[src/rtl/mem_pipe_be_if.sv]
`default_nettype none
// ============================================================================
// Module      : mem_pipe_be_if
// Description : Request/response bus between a bus agent (master) and the
//               mem_pipe_be storage block (slave).
// Revision    : 1.0 - initial release
// ============================================================================
interface mem_pipe_be_if #(
   parameter int ADDR_WIDTH = 32,
   parameter int DATA_WIDTH = 32
);
   // Request channel
   logic                    req_valid;
   logic                    req_ready;
   logic                    req_wr;
   logic [ADDR_WIDTH-1:0]   req_addr;
   logic [DATA_WIDTH-1:0]   req_wdata;
   logic [DATA_WIDTH/8-1:0] req_be;

   // Response channel (no backpressure)
   logic                    rsp_valid;
   logic                    rsp_wr;
   logic [DATA_WIDTH-1:0]   rsp_rdata;
   logic                    rsp_err;

   modport master (
      output req_valid, req_wr, req_addr, req_wdata, req_be,
      input  req_ready,
      input  rsp_valid, rsp_wr, rsp_rdata, rsp_err
   );

   modport slave (
      input  req_valid, req_wr, req_addr, req_wdata, req_be,
      output req_ready,
      output rsp_valid, rsp_wr, rsp_rdata, rsp_err
   );
endinterface
`default_nettype wire

[src/rtl/mem_pipe_be.sv]
`default_nettype none
// ============================================================================
// Module      : mem_pipe_be
// Description : Single-port word memory with valid/ready requests, per-byte
//               write enables, a fixed RD_LATENCY response pipeline, address
//               range checking and a background clear FSM.
//               Optional build macro MEM_PARITY_EN adds per-byte even parity
//               storage, parity checking on reads and the inj_perr input.
// Revision    : 1.0 - initial release
// ============================================================================
module mem_pipe_be #(
   parameter int ADDR_WIDTH = 32,
   parameter int DATA_WIDTH = 32,
   parameter int DEPTH      = 16,
   parameter int RD_LATENCY = 2
) (
   input  logic            clk,
   input  logic            rst_n,
   input  logic            clr_start,
   output logic            busy,
`ifdef MEM_PARITY_EN
   input  logic            inj_perr,
`endif
   mem_pipe_be_if.slave    bus
);

   localparam int NB    = DATA_WIDTH / 8;
   localparam int IDX_W = $clog2(DEPTH);
   localparam int EXT_W = ADDR_WIDTH + 13;
   localparam logic [IDX_W-1:0] LAST_IDX = IDX_W'(DEPTH - 1);

   typedef enum logic [0:0] {
      ST_CLEAR = 1'b0,
      ST_IDLE  = 1'b1
   } state_t;

   typedef struct packed {
      logic                  valid;
      logic                  wr;
      logic                  err;
      logic [DATA_WIDTH-1:0] rdata;
   } rsp_t;

   state_t                 state_q, state_d;
   logic [IDX_W-1:0]       idx_q, idx_d;

   logic [DATA_WIDTH-1:0]  mem_q [DEPTH];
   logic                   mem_we;
   logic [IDX_W-1:0]       mem_widx;
   logic [DATA_WIDTH-1:0]  mem_wdata;
   logic [NB-1:0]          mem_bmask;

   rsp_t                   pipe_q [RD_LATENCY];
   rsp_t                   pipe_d [RD_LATENCY];
   rsp_t                   rsp_in;

   logic                   accept;
   logic                   addr_ok;
   logic [EXT_W-1:0]       addr_ext;
   logic [IDX_W-1:0]       req_idx;
   logic [DATA_WIDTH-1:0]  rd_word;
   logic                   rd_perr;

   // Address is zero-extended so the range check sees every request bit,
   // even when ADDR_WIDTH is narrower than the index.
   assign addr_ext = {13'd0, bus.req_addr};
   assign addr_ok  = (addr_ext < EXT_W'(DEPTH));
   assign req_idx  = addr_ext[IDX_W-1:0];
   assign accept   = bus.req_valid && (state_q == ST_IDLE);
   assign rd_word  = mem_q[req_idx];

   assign busy          = (state_q == ST_CLEAR);
   assign bus.req_ready = (state_q == ST_IDLE);

`ifdef MEM_PARITY_EN
   logic [NB-1:0] par_q [DEPTH];
   logic [NB-1:0] mem_wpar;
   logic [NB-1:0] rd_par;

   assign rd_par = par_q[req_idx];

   // Write parity: even parity per byte, optionally inverted for fault injection.
   always_comb begin
      mem_wpar = '0;
      if (state_q == ST_IDLE) begin
         for (int b = 0; b < NB; b++) begin
            mem_wpar[b] = (^bus.req_wdata[8*b +: 8]) ^ inj_perr;
         end
      end
   end

   // Any byte whose recomputed parity disagrees with the stored bit flags an error.
   always_comb begin
      rd_perr = 1'b0;
      for (int b = 0; b < NB; b++) begin
         if ((^rd_word[8*b +: 8]) != rd_par[b]) begin
            rd_perr = 1'b1;
         end
      end
   end

   // Parity storage follows the data byte enables; clear writes parity 0.
   always_ff @(posedge clk) begin
      if (mem_we) begin
         for (int b = 0; b < NB; b++) begin
            if (mem_bmask[b]) begin
               par_q[mem_widx][b] <= mem_wpar[b];
            end
         end
      end
   end
`else
   assign rd_perr = 1'b0;
`endif

   // Clear/idle FSM next-state and the single memory write port.
   always_comb begin
      state_d   = state_q;
      idx_d     = idx_q;
      mem_we    = 1'b0;
      mem_widx  = idx_q;
      mem_wdata = '0;
      mem_bmask = '0;
      case (state_q)
         ST_CLEAR: begin
            mem_we    = 1'b1;
            mem_bmask = '1;
            if (idx_q == LAST_IDX) begin
               idx_d   = '0;
               state_d = ST_IDLE;
            end else begin
               idx_d = idx_q + 1'b1;
            end
         end
         ST_IDLE: begin
            idx_d = '0;
            // The request on this edge is still served; clear begins next cycle.
            if (clr_start) begin
               state_d = ST_CLEAR;
            end
            if (accept && bus.req_wr && addr_ok) begin
               mem_we    = 1'b1;
               mem_widx  = req_idx;
               mem_wdata = bus.req_wdata;
               mem_bmask = bus.req_be;
            end
         end
         default: begin
            state_d = ST_CLEAR;
            idx_d   = '0;
         end
      endcase
   end

   // FSM state register; reset restarts the clear from word 0.
   always_ff @(posedge clk or negedge rst_n) begin
      if (!rst_n) begin
         state_q <= ST_CLEAR;
         idx_q   <= '0;
      end else begin
         state_q <= state_d;
         idx_q   <= idx_d;
      end
   end

   // Storage array; contents are defined by the clear FSM, not by reset.
   always_ff @(posedge clk) begin
      if (mem_we) begin
         for (int b = 0; b < NB; b++) begin
            if (mem_bmask[b]) begin
               mem_q[mem_widx][8*b +: 8] <= mem_wdata[8*b +: 8];
            end
         end
      end
   end

   // Response entry built at acceptance; fields stay zero when nothing is accepted.
   always_comb begin
      rsp_in = '0;
      if (accept) begin
         rsp_in.valid = 1'b1;
         rsp_in.wr    = bus.req_wr;
         rsp_in.err   = !addr_ok;
         if (!bus.req_wr && addr_ok) begin
            rsp_in.rdata = rd_word;
            rsp_in.err   = rd_perr;
         end
      end
      pipe_d[0] = rsp_in;
      for (int i = 1; i < RD_LATENCY; i++) begin
         pipe_d[i] = pipe_q[i-1];
      end
   end

   // Response delay line; reset discards anything in flight.
   always_ff @(posedge clk or negedge rst_n) begin
      if (!rst_n) begin
         for (int i = 0; i < RD_LATENCY; i++) begin
            pipe_q[i] <= '0;
         end
      end else begin
         for (int i = 0; i < RD_LATENCY; i++) begin
            pipe_q[i] <= pipe_d[i];
         end
      end
   end

   assign bus.rsp_valid = pipe_q[RD_LATENCY-1].valid;
   assign bus.rsp_wr    = pipe_q[RD_LATENCY-1].wr;
   assign bus.rsp_err   = pipe_q[RD_LATENCY-1].err;
   assign bus.rsp_rdata = pipe_q[RD_LATENCY-1].rdata;

endmodule
`default_nettype wire
[src/flat_wrapper.sv]
// flat-port wrapper written by rule: the top's interface ports become plain ports
module mem_pipe_be_flat 
#(
   parameter int ADDR_WIDTH = 32,
   parameter int DATA_WIDTH = 32,
   parameter int DEPTH      = 16,
   parameter int RD_LATENCY = 2
)
  (clk, rst_n, clr_start, busy, bus_req_valid, bus_req_wr, bus_req_addr, bus_req_wdata, bus_req_be, bus_req_ready, bus_rsp_valid, bus_rsp_wr, bus_rsp_rdata, bus_rsp_err);
  mem_pipe_be_if #(.ADDR_WIDTH(ADDR_WIDTH), .DATA_WIDTH(DATA_WIDTH)) bus_i ();
  input  logic clk;
  input  logic rst_n;
  input  logic clr_start;
  output logic busy;
  input wire logic [$bits(bus_i.req_valid)-1:0] bus_req_valid;
  input wire logic [$bits(bus_i.req_wr)-1:0] bus_req_wr;
  input wire logic [$bits(bus_i.req_addr)-1:0] bus_req_addr;
  input wire logic [$bits(bus_i.req_wdata)-1:0] bus_req_wdata;
  input wire logic [$bits(bus_i.req_be)-1:0] bus_req_be;
  output wire logic [$bits(bus_i.req_ready)-1:0] bus_req_ready;
  output wire logic [$bits(bus_i.rsp_valid)-1:0] bus_rsp_valid;
  output wire logic [$bits(bus_i.rsp_wr)-1:0] bus_rsp_wr;
  output wire logic [$bits(bus_i.rsp_rdata)-1:0] bus_rsp_rdata;
  output wire logic [$bits(bus_i.rsp_err)-1:0] bus_rsp_err;
  assign bus_i.req_valid = bus_req_valid;
  assign bus_i.req_wr = bus_req_wr;
  assign bus_i.req_addr = bus_req_addr;
  assign bus_i.req_wdata = bus_req_wdata;
  assign bus_i.req_be = bus_req_be;
  assign bus_req_ready = bus_i.req_ready;
  assign bus_rsp_valid = bus_i.rsp_valid;
  assign bus_rsp_wr = bus_i.rsp_wr;
  assign bus_rsp_rdata = bus_i.rsp_rdata;
  assign bus_rsp_err = bus_i.rsp_err;
  mem_pipe_be #(.ADDR_WIDTH(ADDR_WIDTH), .DATA_WIDTH(DATA_WIDTH), .DEPTH(DEPTH), .RD_LATENCY(RD_LATENCY)) u_core (.clk(clk), .rst_n(rst_n), .clr_start(clr_start), .busy(busy), .bus(bus_i));
endmodule
[config.mk]
export PLATFORM = sky130hd
export DESIGN_NAME = mem_pipe_be_flat
export DESIGN_NICKNAME = d
export VERILOG_FILES = /design/src/rtl/mem_pipe_be_if.sv /design/src/rtl/mem_pipe_be.sv /design/src/flat_wrapper.sv
export SDC_FILE = /design/constraint.sdc
export NUM_CORES = 1
export LEC_CHECK = 0
export CAP_MARGIN = 20
export CORE_MARGIN = 2
export CORE_UTILIZATION = 45
export CTS_BUF_LIST = sky130_fd_sc_hd__clkbuf_2
export DETAILED_ROUTE_END_ITERATION = 6
export PLACE_DENSITY = 0.62
export SLEW_MARGIN = 20
export SYNTH_ARGS = -nofsm -noshare
export SYNTH_HDL_FRONTEND = slang
export SYNTH_SLANG_ARGS = --single-unit
[constraint.sdc]
create_clock -name clk -period 4.5 [get_ports clk]
set_clock_uncertainty 0.05 [all_clocks]
set_input_delay 0.45 -clock clk [delete_from_list [all_inputs] [get_ports clk]]
set_output_delay 0.45 -clock clk [all_outputs]
set_load 0.05 [all_outputs]
; Word level (Yosys, flattened, before mapping)
; Memory sizes are Yosys's and may differ from the RTL's.
; Cells that the tools add are included.
[classes]
n_mux = 27
eq_ne = 1
bitwise = 1
n_addsub = 1
order_cmp = 1
n_reduce_logical = 6
[op_table]
columns = operator, n
row1 = two-way mux 32 bit, 2
row2 = two-way mux 35 bit, 1
row3 = two-way mux 33 bit, 1
row4 = "less-than comparator 32 x 5 -> 1 bit, second input constant", 1
row5 = two-way mux 4 bit, 4
row6 = case mux 4 bit (2 select lines), 2
row7 = two-way mux 1 bit, 15
row8 = "adder 4 x 1 -> 4 bit, second input constant", 1
row9 = "== test 4 bit, second input constant", 1
row10 = logical AND 1 bit, 4
row11 = case mux 1 bit (2 select lines), 2
row12 = zero test 1 bit, 2
row13 = NOT 1 bit, 1
[totals]
word_cells = 48
reg_bits = 75
ram_bits = 512
in_bits = 73
out_inout_bits = 37
memories = 1
[memory_table]
columns = memory, words, width, read_ports, rd_ports_with_merged_regs, wr, line
row1 = u_core.mem_q, 16, 32, 1, 0, 1, mem_pipe_be.sv:47  ; logic [DATA_WIDTH-1:0] mem_q [DEPTH];

; Logic depth before layout (Yosys ltp)
[depth]
word_depth = 8
depth_mapped = 8
depth_no_buf = 5

; Least setup slack after synthesis
; OpenSTA, ideal clock, no wires.
[synth_timing]
kind = register -> register
startpoint = register u_core.state_q, in the netlist u_core.bus.req_ready
endpoint = memory u_core.mem_q[3][0] (enable)
stages_incl_launch_ff = 9
n_path_buf = 3
synth_period_minus_slack_ps = 2797
t_arrival_ps = 2374
path_slack_ps = 1703
setup_time_ps = 373
cell_sequence = dfrtp_1 > and3_1 > buf_4 > and4_1 > buf_4 > buf_6 > nand4_4 > a211oi_4 > nor2b_1
[synth_via]
elab_chain_len = 8
[synth_lines]
columns = element, line
row1 = from (decl), mem_pipe_be.sv:44  ; state_t state_q, state_d;
row2 = from (signal assigned), mem_pipe_be.sv:161  ; state_q <= state_d;
row3 = logical AND 1 bit, mem_pipe_be.sv:69  ; assign accept = bus.req_valid && (state_q == ST_IDLE);
row4 = logical AND 1 bit (2 in series), mem_pipe_be.sv:141  ; if (accept && bus.req_wr && addr_ok) begin
row5 = two-way mux 4 bit, mem_pipe_be.sv:141
row6 = case mux 4 bit (2 select lines), mem_pipe_be.sv:124  ; case (state_q)
row7 = two-way mux 1 bit, mem_pipe_be.sv:170  ; if (mem_bmask[b]) begin
row8 = two-way mux 1 bit, mem_pipe_be.sv:168  ; if (mem_we) begin
row9 = two-way mux 1 bit (not written as such), mem_pipe_be.sv:171  ; mem_q[mem_widx][8*b +: 8] <= mem_wdata[8*b +: 8];
row10 = to (decl), mem_pipe_be.sv:47
; Parallel ways exist; a longest one is shown, timed or not.

; Worst setup path after layout
[layout_timing]
startpoint = register u_core.state_q, in the netlist u_core.bus.req_ready
endpoint = output port busy
[layout_via]
elab_chain_len = 1
[layout_lines]
columns = element, line
row1 = NOT 1 bit, mem_pipe_be.sv:72  ; assign busy = (state_q == ST_CLEAR);
row2 = to (decl), flat_wrapper.sv:14  ; output logic busy;
; Every way passes these cells.

==> run metrics <==
xor and xnor area share after synthesis=0.03914%; slew of the pin with the lowest slew margin=1.078 ns; Yosys warnings=0; GP Congestion=0.8023; CTS sink count=587; nets@finish=1317; slew margin rel.=27.48%; post-synthesis sequential area ratio=77.10%; cts repair resizes=0; period utilisation layout=78.15%; total global routing overflow=0; core area=49050 um2; Placed Instances=1755; vias in the first global route=11.51k; Post-Syn Instances=1002; Clock Latency Late Sink=1.10 ns; Worst EP required=4.00 ns; Slew Limit Fails=0; DP Worst Slack=0.1305 ns; final setup TNS=0 ns; row count=81; Reg2Reg Launch Point=u_core.bus.req_ready; worst setup margin=0.9833 ns; Syn Nets=1076; R2R depth=7; DP Wirelength=30050 um; Reg clk slew, reported paths=0.09 ns; Via Count=10.96k; Post-synth EDFFs=512; post-synthesis compound-gate area fraction=1.180%; most frequent cells after synthesis=edfxtp_1, mux4_2, dfrtp_1; predominant post-synthesis flop cell=edfxtp_1; Total GRT Usage=19.67%; DR iter-0 viols=896; P per Cell Area=472.2 nW/um2; cell taking the most area after synthesis=edfxtp_1; max frequency=284.4 MHz; H-tree depth=4; FF-to-FF setup slack=1.16 ns; max cap viols=0; final setup violation count=0; crit path launch type=register; starting density of the core=45.62%; total power=12.06 mW; Area contributors post-synth=edfxtp_1, mux4_2, dfrtp_1; Die Span Y=227.0 um; routed vias/inst=5.454; post-synth cell types=33; outcome=finished clean; Cell Area, Placed=24260 um2; fin cells=2010; worst setup path end=busy; combinational family with the most area after synthesis=multiplexers; Hold Buf Count CTS=5; io pins=110; crit path DAT=3.02 ns; Async SR Flop Fraction=12.78%; first-pass GRT wire length=72520 um; layout overhead on the synthesized area=14.18%; count leader, synth=edfxtp_1; initial antenna violation count=1; IO Port Bufs=109; Non-Filler Cell Area, Final=25550 um2; Die X=227.0 um; DIE AREA=51520 um2; maximum number of pins on one net before global-route repair=84; Leakage=9.117 nW; CP Capture Type=output pin; worst hold path type=input port to register; Crit Path Max Fanout=7; Tmin final=3.517 ns; CTS Buf Count=145; post-detailed-route wirelength per cell=24.29 um; residual DRC count=0; total wire length=48820 um; fraction of layout cells with a size suffix above 1=33.75%; 1st-pass router iterations=5; FF+latch count, synth=587; Detail Route Antenna Nets=0; Crit Path Category=register to output pin; Post-Syn Area=22380 um2; TritonCTS clock tree=yes; simple-gate share of the synthesized area=4.060%; Fin. Hold Viols=0; clock buffer depth=3; mux contribution to synthesized area=16.10%; R2R Path End=u_core.mem_q[14][25]; launch point of the worst path=u_core.bus.req_ready; root buffer selected by CTS=clkbuf_2; adder-cell share of the synthesized area=0.05592%; Avg Cell Area, Syn=22.33 um2; RSZ-0062 raised after global routing=no; postcts setup bufs=0; area fraction of the dominant cell type after synthesis=68.71%; Peak VDD IR=0.1605 mV
power breakdown:
group / switching (mW) / internal (mW) / total, mW
Clock: 2.00 / 1.31 / 3.30
Combinational: 1.15 / 0.703 / 1.85
Sequential: 0.180 / 6.72 / 6.90
per-layer routing:
metal  wire length [um]  vias to the layer above  GRT usage, %
li1                   -                     4719             -
met1              20630                     5786         26.53
met2              24170                      380         31.46
met3               3107                       77         5.034
met4                908                        0         6.937
met5                  0                        -             0
worst min path at each step:
| stage | start | to | cells past startpoint |
|---|---|---|---|
| global placement | u_core.pipe_d[11] | u_core.bus.rsp_rdata[11] | 0 |
| CTS | bus_req_addr[3] | u_core.pipe_d[23] | 3 |
| global route | bus_req_addr[3] | u_core.pipe_d[19] | 3 |
| detailed placement | u_core.pipe_d[0] | u_core.bus.rsp_rdata[0] | 0 |
| finish | bus_req_addr[3] | u_core.pipe_d[23] | 3 |
| floorplan | rst_n | u_core.bus.req_ready | 0 |
critical path, cell delays in order (launching register included):
cell	delay [ns]
dfrtp_1	0.49
buf_4	0.23
inv_1	0.30
clkdlybuf4s50_1	0.88
cells in the final DEF (no fill, tap or decap), types with 2 or more instances in the layout:
| cell type | count |
|---|---|
| a21oi_1 | 6 |
| and4_2 | 2 |
| o21ai_0 | 3 |
| a31o_2 | 4 |
| nor2b_1 | 45 |
| mux4_2 | 160 |
| dlygate4sd3_1 | 4 |
| and4_1 | 2 |
| nor4_1 | 8 |
| dfrtp_1 | 75 |
| buf_4 | 34 |
| buf_12 | 2 |
| inv_2 | 6 |
| clkdlybuf4s50_1 | 104 |
| and3_1 | 39 |
| a211oi_2 | 2 |
| clkbuf_2 | 225 |
| clkinv_2 | 4 |
| nand4_1 | 7 |
| nand3_1 | 4 |
| edfxtp_1 | 512 |
| inv_1 | 5 |
| buf_2 | 2 |
| o211ai_2 | 3 |
| o21ai_1 | 6 |
| nor2_1 | 51 |
| clkinv_1 | 14 |
| o2bb2ai_2 | 2 |
logic make-up after synthesis:
family          Yosys count
simple gates            163
xor+xnor                  1
flops                   587
compound gates           31
fa+ha+maj                 1
mux                     160
buf+inv                  59
flip-flops by register name, summed over array words and instances (netlist names):
signal and count:
u_core.pipe_d 35, u_core.bus.rsp_valid 1, u_core.idx_q 4, u_core.mem_q 512
u_core.bus.rsp_rdata 32, u_core.bus.rsp_wr 1, u_core.bus.req_ready 1, u_core.bus.rsp_err 1
per-stage QoR:
stage	hold WS (ns)	utilization (%)
4_1_cts	0.07060	52.06
3_3_place_gp	0.2822	49.45
6_report	0.1830	52.08
2_1_floorplan	0.1044	-
3_5_place_dp	0.2847	49.45
5_1_grt	0.1450	52.08
cell type report:
cell class	count	area, um2
fillers	3941	23510
flip-flops and latches	587	17250
multi-input cells	356	4811
repair buffers	148	1411
clock buffers	225	1126
well taps	664	830.8
clock inverters	24	95.09
inverters	5	18.77
diodes	1	2.502
(Power assumes the default switching activity.)
